===== src/rtl/en_shiftreg_led.sv =====
// Enabled register bank: parallel load, bidirectional shift, autonomous LSB-first serializer.
// Latency: every output is registered, 1 cycle. No backpressure; en_i=0 freezes all state.
// Optional per-bit status LEDs on q_o and busy_o when LED_EN is defined.
module en_shiftreg_led #(
    parameter int               WIDTH   = 8,
    parameter logic [WIDTH-1:0] RST_VAL = '0
) (
    input  logic             clk_i,
    input  logic             rst_i,
    input  logic             en_i,
    input  logic [1:0]       mode_i,
    input  logic             start_i,
    input  logic             ser_i,
    input  logic [WIDTH-1:0] d_i,
    output logic [WIDTH-1:0] q_o,
    output logic             ser_o,
    output logic             busy_o,
    output logic             done_o
);
    localparam int CW = $clog2(WIDTH + 1);

    typedef enum logic {
        ST_IDLE  = 1'b0,
        ST_SHIFT = 1'b1
    } state_t;

    state_t           r_state, w_state_nxt;
    logic [WIDTH-1:0] r_q, w_q_nxt;
    logic [CW-1:0]    r_cnt, w_cnt_nxt;
    logic             r_ser, w_ser_nxt;
    logic             r_busy, w_busy_nxt;
    logic             r_done, w_done_nxt;

    // The bit that falls off each end of the concatenation is the serial output.
    logic [WIDTH:0]   w_cat_l, w_cat_r;
    assign w_cat_l = {r_q, ser_i};
    assign w_cat_r = {ser_i, r_q};

    always_comb begin
        w_state_nxt = r_state;
        w_q_nxt     = r_q;
        w_cnt_nxt   = r_cnt;
        w_ser_nxt   = r_ser;
        w_busy_nxt  = r_busy;
        w_done_nxt  = 1'b0;
        if (en_i) begin
            case (r_state)
                ST_IDLE: begin
                    if (start_i) begin
                        w_q_nxt     = d_i;
                        w_cnt_nxt   = '0;
                        w_state_nxt = ST_SHIFT;
                        w_busy_nxt  = 1'b1;
                    end else begin
                        case (mode_i)
                            2'b01: w_q_nxt = d_i;
                            2'b10: begin
                                w_q_nxt   = w_cat_l[WIDTH-1:0];
                                w_ser_nxt = w_cat_l[WIDTH];
                            end
                            2'b11: begin
                                w_q_nxt   = w_cat_r[WIDTH:1];
                                w_ser_nxt = w_cat_r[0];
                            end
                            default: ;
                        endcase
                    end
                end
                ST_SHIFT: begin
                    w_q_nxt   = w_cat_r[WIDTH:1];
                    w_ser_nxt = w_cat_r[0];
                    if (r_cnt == CW'(WIDTH - 1)) begin
                        w_state_nxt = ST_IDLE;
                        w_busy_nxt  = 1'b0;
                        w_done_nxt  = 1'b1;
                        w_cnt_nxt   = '0;
                    end else begin
                        w_cnt_nxt = r_cnt + CW'(1);
                    end
                end
                default: w_state_nxt = ST_IDLE;
            endcase
        end
    end

    always_ff @(posedge clk_i) begin
        if (rst_i) begin
            r_state <= ST_IDLE;
            r_q     <= RST_VAL;
            r_cnt   <= '0;
            r_ser   <= 1'b0;
            r_busy  <= 1'b0;
            r_done  <= 1'b0;
        end else begin
            r_state <= w_state_nxt;
            r_q     <= w_q_nxt;
            r_cnt   <= w_cnt_nxt;
            r_ser   <= w_ser_nxt;
            r_busy  <= w_busy_nxt;
            r_done  <= w_done_nxt;
        end
    end

    assign q_o    = r_q;
    assign ser_o  = r_ser;
    assign busy_o = r_busy;
    assign done_o = r_done;

`ifdef LED_EN
    for (genvar gi = 0; gi < WIDTH; gi++) begin : g_led
        Led_Res_0603 u_led (.led_i(r_q[gi]));
    end
    Led_Res_0603 u_led_busy (.led_i(r_busy));
`else
`endif

endmodule


===== config.mk =====
export PLATFORM = sky130hd
export DESIGN_NAME = en_shiftreg_led
export DESIGN_NICKNAME = d
export VERILOG_FILES = /design/src/rtl/en_shiftreg_led.sv
export SDC_FILE = /design/constraint.sdc
export NUM_CORES = 1
export LEC_CHECK = 0
export ABC_AREA = 0
export CORE_ASPECT_RATIO = 0.6
export CORE_MARGIN = 1
export CORE_UTILIZATION = 42
export CTS_CLUSTER_DIAMETER = 40
export DETAILED_ROUTE_END_ITERATION = 12
export DONT_BUFFER_PORTS = 1
export GPL_TIMING_DRIVEN = 0
export PLACE_DENSITY = 0.58
export RECOVER_POWER = 25
export SLEW_MARGIN = 20
export SYNTH_ARGS = -nofsm -noshare
export SYNTH_HDL_FRONTEND = slang
export SYNTH_SLANG_ARGS = --single-unit

===== constraint.sdc =====
create_clock -name clk_i -period 2.77 [get_ports clk_i]
set_input_delay 0.1385 -clock clk_i [delete_from_list [all_inputs] [get_ports clk_i]]
set_output_delay 0.1385 -clock clk_i [all_outputs]
set_load 0.02 [all_outputs]

==> out/metrics.yaml, run 1 <==
dp_cells: 134
highest_ir_drop_seen_on_vdd_uv: 248
worst_setup_path_end_kind: "flip-flop"
synth_top_area_cells: "sky130_fd_sc_hd__dfxtp_1 34%, sky130_fd_sc_hd__a222oi_1 8.4%, sky130_fd_sc_hd__mux2_2 8.3%"
avgViaCountPerCell: 6.07
critical_path.startpoint_type: "flip-flop"
drt.antenna.violating_nets: 0
synth_simple_gate_area_share_pct: 21.3
ys_types: 32
synth_top_family_by_area: "compound AO/OA/AOI/OAI gates"
die_h_um: 38.9
critical_path_start: "r_state"
synth_async_sr_flop_share_pct: 0
report.final.hold_viol_count: 0
slew_headroom_pct: 63.5
synth-edff-count: 0
grt_overflow_total: 0
share_of_synthesized_area_occupied_by_flip_flops_and_latches_pct: 33.6
worst-path-max-fanout: 10
final_cell_mix: "16 x sky130_fd_sc_hd__dfxtp_1, 13 x sky130_fd_sc_hd__nor2_1, 8 x sky130_fd_sc_hd__a222oi_1"
clock_insertion_delay_worst_skew_ns: 0.25
cts_resized: 0
clock_skew_ns: 0.00595
antenna_found_initial: 0
synth_area_in_compound_gates_pct: 27.6
floorplan.core_area_um2: 1980
tritoncts: "yes"
mux_contribution_to_synthesized_area_pct: 9.32
critPathCapture: "q_o[2]"
leakage_nw: 0.390
final_net_count: 127
post-route-min-period_ns: 1.61
port-buffer-count: 0
p_per_area_nw_per_um2: 552
final_max_slew_viol_count: 0
worst_setup_hold_path_clk_slew_ns: 0.07
sinks_on_the_clock_net: 16
data_arrival_at_the_endpoint_of_the_critical_path_ns: 1.77
dr_total_vias: 837
grt_first_pass_wirelength_um: 3720
grt_start_max_net_pins: 11
routedWlPerCell_um: 17.5
layout.filler_cells: 196
synth_warnings: 0
clock_path_buffers: 2
dieArea_um2: 2470
worst_pin_slew_ns: 0.546
reg2regPathDepth: 5
whs_ns: 0.109
place_congestion: 0.799
yosys.area_share.adder_pct: 1.31
status: "completed"
detailed_place_hpwl_um: 1710
path_type_of_the_worst_min_delay_path: "in -> reg"
synthXorXnorAreaFrac_pct: 0
fin_tns_setup_ns: 0
setup_viol_count_final: 0
post_cts_hold_buffer_count: 0
rr_endpoint: "q_o[2]"
rrSetupSlack_ns: 1.16
grt_usage_pct: 21.0
worst_r2r_startpoint: "r_state"
dr.pass1.iters: 4
placedInstanceArea_um2: 988
synth_top_flop_cell: "sky130_fd_sc_hd__dfxtp_1"
layout.cell_area.non_filler_um2: 1040
finalWirelength_um: 2420
io-pin-count: 26
final_layout_size_suffix_gt1_share_pct: 17.3
post-cts-setup-buffers: 0
cap_viol_max_count: 0
fmaxAchievable_mhz: 622
cts-htree-levels: 1
row_count: 12
drc: 0
detailedRoute.firstIterationViolations: 120
antenna-diode-count: 0
layout_commonest_cell: "sky130_fd_sc_hd__dfxtp_1"
synthesis.nets: 122
first_global_vias: 710
initial_utilization_pct: 48.1
post_synth_inst_count: 106
fin_crit_sh_pct: 58.1
tritoncts.num_buffers: 3
yosys.area.top_type: "sky130_fd_sc_hd__dfxtp_1"
ctsRootBufferMaster: "sky130_fd_sc_hd__clkbuf_8"
postSynthRegisterBits: 16
final_cell_count_no_fill: 138
area_growth_synth_to_finish_pct: 9.45
critical_path_class: "reg -> reg"
postSynthAreaPerCell_um2: 8.99
synth_top_cell_area_share_pct: 33.6
synthesis.area_um2: 953
rsz0062_at_grt: "false"
final_util_pct: 52.7
worst-endpoint-required_ns: 2.93
fp.dieW_um: 63.5
## worst max-delay path, stage by stage (launching register included)
cell	delay, ns
sky130_fd_sc_hd__dfxtp_1	0.32
sky130_fd_sc_hd__buf_6	0.14
sky130_fd_sc_hd__buf_4	0.18
sky130_fd_sc_hd__clkbuf_1	0.40
sky130_fd_sc_hd__a222oi_1	0.19
sky130_fd_sc_hd__a211oi_1	0.27
## worst min-delay path by stage
| stage | from | slack (ns) | to | cells past startpoint |
|---|---|---|---|---|
| 4_1_cts | start_i | 0.11 | r_state | 2 |
| 2_1_floorplan | start_i | 0.36 | r_state | 2 |
| 3_5_place_dp | start_i | 0.37 | r_state | 2 |
| 5_1_grt | start_i | 0.10 | r_state | 2 |
| 6_report | start_i | 0.11 | r_state | 2 |
| 3_3_place_gp | start_i | 0.37 | r_state | 2 |
## metal layers
metal	track usage (%)	share of wire (%)	vias to the layer above
met1	32.0	52	381
met3	8.24	10	4
met2	25.3	36	43
met5	0	0	-
li1	-	-	409
met4	6.25	0.99	0
## synthesized netlist by cell type, types with 2 or more instances
| cell type | instances |
|---|---|
| sky130_fd_sc_hd__clkbuf_1 | 3 |
| sky130_fd_sc_hd__nor2_1 | 13 |
| sky130_fd_sc_hd__buf_2 | 2 |
| sky130_fd_sc_hd__mux2_2 | 7 |
| sky130_fd_sc_hd__nor2b_1 | 3 |
| sky130_fd_sc_hd__dfxtp_1 | 16 |
| sky130_fd_sc_hd__o21ai_0 | 5 |
| sky130_fd_sc_hd__buf_6 | 2 |
| sky130_fd_sc_hd__and2b_1 | 6 |
| sky130_fd_sc_hd__a211oi_1 | 7 |
| sky130_fd_sc_hd__nor3b_1 | 3 |
| sky130_fd_sc_hd__nand2_1 | 4 |
| sky130_fd_sc_hd__a21oi_1 | 7 |
| sky130_fd_sc_hd__a222oi_1 | 8 |
| sky130_fd_sc_hd__inv_1 | 3 |
## state kept, by name, indices dropped and copies added, names as in the netlist
signal and flops:
busy_o 1, done_o 1, q_o 8, r_cnt 4, r_state 1, ser_o 1
## final cells by class
| class | instances | area [um2] | share of cell area, % |
|---|---|---|---|
| plain buffers | 9 | 55.1 | 5.28 |
| inverters | 3 | 11.3 | 1.08 |
| multi-input cells | 78 | 567 | 54.3 |
| flip-flops and latches | 16 | 320 | 30.7 |
| well taps | 28 | 35.0 | 3.36 |
| clock buffers | 4 | 55.1 | 5.28 |
## power by group
| group | internal, mW | switching, mW | leakage (nW) |
|---|---|---|---|
| Clock | 0.126 | 0.0802 | 0.0288 |
| Combinational | 0.0464 | 0.0497 | 0.230 |
| Sequential | 0.244 | 0.0302 | 0.131 |
| Total | 0.416 | 0.160 | 0.390 |
## cell families (layout without fill, tap and decap cells)
logic type               count (synthesis)  count (layout)
AND/OR/NAND/NOR                         36              36
buffers and inverters                   12              16
adder cells (fa/ha/maj)                  1               1
AO/OA/AOI/OAI                           33              33
flip-flops                              16              16
multiplexers                             8               8
## through the flow
step	power [mW]	setup slack, ns
2_1_floorplan	0.353	1.34
3_3_place_gp	0.372	1.21
3_5_place_dp	0.374	1.18
4_1_cts	0.580	1.14
5_1_grt	0.600	1.05
6_report	0.576	1.16
Power figures use the tool's default switching activity.
==> run 2, diff against run 1 <==
==> constraint.sdc (replaced) <==
create_clock -name clk_i -period 1.6 [get_ports clk_i]
set_input_delay 0.08 -clock clk_i [delete_from_list [all_inputs] [get_ports clk_i]]
set_output_delay 0.08 -clock clk_i [all_outputs]
set_load 0.02 [all_outputs]
==> run 2 against run 1 <==
- register-to-register slack got worse by 1.1 ns
- core utilization increased by 0.82 points
- sequential power increased by 73%
- final area increased by 1.6%
- die area unchanged
- global-route usage decreased by 0.60 points
==> out/metrics.yaml, run 2 (synthesized netlist as in run 1, its figures left out) <==
worst-endpoint-required_ns: 1.78
critical-path-max-stage-delay_ns: 0.50
tritoncts: "yes"
whs_ns: 0.0512
ctsRootBufferMaster: "sky130_fd_sc_hd__clkbuf_8"
clock_skew_ns: 0.00445
critical_path_class: "reg -> reg"
port-buffer-count: 0
final_net_count: 128
final_max_slew_viol_count: 0
rsz0062_at_grt: "false"
dr.pass1.iters: 5
sequentialPowerShare_pct: 47.7
fp.dieW_um: 63.5
clock_path_buffers: 2
detailedRoute.firstIterationViolations: 113
slew_headroom_pct: 63.9
largest_register_ffs: 8
grt_overflow_total: 0
ff_latch_area_um2: 320
place_congestion: 0.799
p_clk_share_pct: 35.7
cts-htree-levels: 1
routedWlPerCell_um: 17.0
grt_first_pass_wirelength_um: 3620
path_buf_inv: 0
layout.filler_cells: 193
grt_usage_pct: 20.4
worst_setup_hold_path_clk_slew_ns: 0.07
worst_pin_slew_ns: 0.540
worst_setup_path_end_kind: "flip-flop"
fin_crit_sh_pct: 94.1
post-route-min-period_ns: 1.51
first_global_vias: 690
drc: 0
layout.cell_area.non_filler_um2: 1060
fin_tns_setup_ns: 0
io-pin-count: 26
highest_ir_drop_seen_on_vdd_uv: 429
floorplan.core_area_um2: 1980
clock_insertion_delay_worst_skew_ns: 0.25
avgViaCountPerCell: 5.98
post_cts_hold_buffer_count: 0
p_per_area_nw_per_um2: 939
data_arrival_at_the_endpoint_of_the_critical_path_ns: 1.68
initial_utilization_pct: 48.1
dr_total_vias: 831
placedInstanceArea_um2: 988
setup_viol_count_final: 0
final_cell_mix: "16 x sky130_fd_sc_hd__dfxtp_1, 13 x sky130_fd_sc_hd__nor2_1, 8 x sky130_fd_sc_hd__a222oi_1"
drt.antenna.violating_nets: 0
path_type_of_the_worst_min_delay_path: "in -> reg"
antenna_found_initial: 0
fmaxAchievable_mhz: 664
status: "completed"
row_count: 12
crit_family: "simple AND/OR/NAND/NOR gates"
switching_power_as_a_share_of_total_power_pct: 27.5
critical_path.startpoint_type: "flip-flop"
dieArea_um2: 2470
power.internal_uw: 721
combPwrFrac_pct: 16.7
leakage_nw: 0.400
final_layout_size_suffix_gt1_share_pct: 19.8
sinks_on_the_clock_net: 16
area_growth_synth_to_finish_pct: 11.2
finalWirelength_um: 2370
detailed_place_hpwl_um: 1710
antenna-diode-count: 0
critical-path-slowest-cell: "sky130_fd_sc_hd__or4_1"
report.final.hold_viol_count: 0
grt_start_max_net_pins: 20
cap_viol_max_count: 0
p_sw_uw: 274
layout_commonest_cell: "sky130_fd_sc_hd__dfxtp_1"
worst-path-max-fanout: 4
tritoncts.num_buffers: 3
die_h_um: 38.9
footprint_of_the_multi_input_gates_um2: 568
worstPathCellList: "ha_1, and3b_2, or4_1, a21oi_1"
-- run 2: cell count changes in the layout (fill, tap and decap cells not counted), sizes merged --
cell / change
buf: +2
clkbuf: -1
-- run 2: repair_timing --
action                     4_1_cts  5_1_grt
gates resized for setup          0        2
setup endpoints to repair        2        1
setup buffers                    0        2
-- run 2: area by class of cell --
| cell class | instances | area share [%] |
|---|---|---|
| inverter | 3 | 1.06 |
| tap | 28 | 3.31 |
| multi-input combinational | 78 | 53.6 |
| clock buffer | 4 | 5.19 |
| timing repair buffer | 2 | 1.42 |
| sequential | 16 | 30.2 |
| buffer | 8 | 5.19 |
-- run 2: layer usage --
layer  routed length, um  GRT usage [%]  vias up  share of wire [%]
met1                1220           30.9      376                 52
met5                   0              0        -                  0
met2                 872           25.0       39                 37
met3                 262           8.24        2                 11
li1                    -              -      414                  -
met4                  11           5.11        0               0.46
-- run 2: power groups by stage --
stage          logic [mW]  registers (mW)  clock network (mW)
2_1_floorplan       0.137           0.474                   0
3_3_place_gp        0.162           0.482                   0
3_5_place_dp        0.164           0.482                   0
4_1_cts             0.163           0.473               0.366
5_1_grt             0.181           0.477               0.380
6_report            0.166           0.474               0.355
-- run 2: final timing paths --
| path | slack (ns) | depth (start not counted) | startpoint | end |
|---|---|---|---|---|
| worst max-delay path | 0.09 | 4 | r_cnt[0] | r_cnt[3] |
| worst max register to register | 0.09 | 4 | r_cnt[0] | r_cnt[3] |
| worst min register to register | 0.49 | 2 | r_cnt[3] | r_cnt[3] |
| worst min-delay path | 0.05 | 2 | start_i | r_state |
-- run 2: stage by stage --
stage                     setup slack [ns]  total power [mW]  cells  util, %
after floorplan                      0.171             0.611    106        -
after global routing                0.0117              1.04    139     53.5
after detailed placement            0.0124             0.647    134     49.9
after global placement              0.0369             0.644    134     49.9
final                               0.0936             0.995    139     53.5
after CTS                           0.0450              1.00    137     52.5
-- run 2: worst register-to-register path: cells and delay by family (launching register included) --
family                   cells  cell delay, ns
adder cells (fa/ha/maj)      1            0.23
AND/OR/NAND/NOR              2            0.73
AO/OA/AOI/OAI                1            0.15
flip-flops                   1            0.33
==> run 3, diff against run 2 <==
--- a/config.mk
+++ b/config.mk
@@ -6,15 +6,14 @@
 export NUM_CORES = 1
 export LEC_CHECK = 0
 export ABC_AREA = 0
-export CORE_ASPECT_RATIO = 0.6
-export CORE_MARGIN = 1
-export CORE_UTILIZATION = 42
+export CORE_MARGIN = 5
+export CORE_UTILIZATION = 55
 export CTS_CLUSTER_DIAMETER = 40
 export DETAILED_ROUTE_END_ITERATION = 12
 export DONT_BUFFER_PORTS = 1
 export GPL_TIMING_DRIVEN = 0
-export PLACE_DENSITY = 0.58
-export RECOVER_POWER = 25
+export PLACE_DENSITY = 0.72
+export RECOVER_POWER = 100
 export SLEW_MARGIN = 20
 export SYNTH_ARGS = -nofsm -noshare
 export SYNTH_HDL_FRONTEND = slang
==> run 3 against run 2 <==
- clock skew up 0.0037 ns
- clock power down 25%
- non-clock buffer count down 1
- register-to-register slack worse by 0.02 ns
- sequential power about the same
- core utilization up 5.6 points
- hold slack worse by 0.026 ns
- global-route usage down 1.3 points
- die area up 7.9%
- critical path type unchanged
- critical endpoint unchanged
- largest cell class unchanged
==> out/metrics.yaml, run 3 (synthesized netlist as in run 1, its figures left out) <==
status: "completed"
leakage_nw: 0.378
detailedRoute.firstIterationViolations: 55
row_count: 15
worst_setup_path_end_kind: "flip-flop"
dr.pass1.iters: 4
rsz0062_at_grt: "false"
place_congestion: 0.831
layout.filler_cells: 157
post-route-min-period_ns: 1.53
area_growth_synth_to_finish_pct: 4.59
ctsRootBufferMaster: "sky130_fd_sc_hd__clkbuf_4"
drt.antenna.violating_nets: 0
critical_path.startpoint_type: "flip-flop"
port-buffer-count: 0
sinks_on_the_clock_net: 16
worst_r2r_startpoint: "r_cnt[0]"
floorplan.core_area_um2: 1690
grt_usage_pct: 19.1
clock_insertion_delay_worst_skew_ns: 0.28
highest_ir_drop_seen_on_vdd_uv: 584
tritoncts.num_buffers: 3
cap_viol_max_count: 0
rrSetupSlack_ns: 0.07
setup_viol_count_final: 0
fp.dieW_um: 51.6
fin_tns_setup_ns: 0
initial_utilization_pct: 56.4
final_max_slew_viol_count: 0
slew_headroom_pct: 66.7
clock_skew_ns: 0.00816
fin_crit_sh_pct: 95.4
path_type_of_the_worst_min_delay_path: "in -> reg"
worst-path-max-fanout: 6
reg2regPathDepth: 4
post_cts_hold_buffer_count: 0
largest_register_ffs: 8
routedWlPerCell_um: 17.4
final_net_count: 127
die_h_um: 51.6
rr_endpoint: "r_cnt[3]"
footprint_of_the_multi_input_gates_um2: 551
pre_cts_slack_ns: 0.0585
post_route_setup_slack_ns: 0.0733
whs_ns: 0.0248
first_global_vias: 854
grt_first_pass_wirelength_um: 3880
final_layout_size_suffix_gt1_share_pct: 18.2
min_path_cells: 2
antenna-diode-count: 0
dr_total_vias: 861
drc: 0
grt_overflow_total: 0
tritoncts: "yes"
cts-htree-levels: 1
worst-endpoint-required_ns: 1.81
worst_pin_slew_ns: 0.499
worst_setup_hold_path_clk_slew_ns: 0.10
hp-start: "start_i"
data_arrival_at_the_endpoint_of_the_critical_path_ns: 1.74
io-pin-count: 26
final_cell_mix: "15 x sky130_fd_sc_hd__dfxtp_1, 13 x sky130_fd_sc_hd__nor2_1, 8 x sky130_fd_sc_hd__a222oi_1"
finalWirelength_um: 2210
p_per_area_nw_per_um2: 900
timing.hold.worst_endpoint: "r_state"
critical_path_class: "reg -> reg"
clock_path_buffers: 2
fmaxAchievable_mhz: 655
report.final.hold_viol_count: 0
grt_start_max_net_pins: 11
ff_latch_area_um2: 322
layout_commonest_cell: "sky130_fd_sc_hd__dfxtp_1"
dieArea_um2: 2670
avgViaCountPerCell: 6.78
antenna_found_initial: 0
detailed_place_hpwl_um: 1600
[run 3: what timing repair did]
action	in CTS	in global routing
resized for setup	0	4
endpoints found under the setup margin	0	6
buffers inserted	0	0
[run 3: stage by stage]
stage	power [mW]	utilization, %	cells	cell area, um2
6_report	0.898	59.0	127	997
5_1_grt	0.956	59.0	127	997
3_3_place_gp	0.640	57.7	123	975
3_5_place_dp	0.644	57.7	123	975
4_1_cts	0.908	59.9	127	1010
2_1_floorplan	0.611	-	106	953
[run 3: final cells by class]
class,count,share of cell area (%)
multi-input cells,78,55.2
flip-flops and latches,16,32.2
plain buffers,9,5.65
clock buffers,4,3.64
well taps,17,2.13
inverters,3,1.13
[run 3: worst max-delay path by stage]
stage | depth (start not counted) | startpoint | to | slack (ns)
floorplan | 4 | r_cnt[0] | r_cnt[3] | 0.17
global placement | 5 | r_state | q_o[0] | 0.06
detailed placement | 5 | r_state | q_o[0] | 0.06
CTS | 5 | r_state | q_o[2] | 0.03
global route | 4 | r_cnt[0] | r_cnt[3] | 0.02
finish | 4 | r_cnt[0] | r_cnt[3] | 0.07
[run 3: power breakdown]
group | switching, mW | internal, mW
Combinational | 0.0808 | 0.0778
Clock | 0.129 | 0.138
Sequential | 0.0504 | 0.422
Total | 0.260 | 0.638
[run 3: metal layers]
layer	up-vias	global-route usage, %	wire length (um)
met5	-	0	0
met4	0	6.55	8
met1	414	25.1	1000
met2	32	29.4	1010
met3	2	5.73	187
li1	413	-	-
[run 3: worst max-delay path, cell delays in order, from the launching register on]
cell and delay [ns]:
sky130_fd_sc_hd__dfxtp_2 0.34, sky130_fd_sc_hd__ha_1 0.21, sky130_fd_sc_hd__and3b_2 0.26, sky130_fd_sc_hd__or4_1 0.50
sky130_fd_sc_hd__a21oi_1 0.14
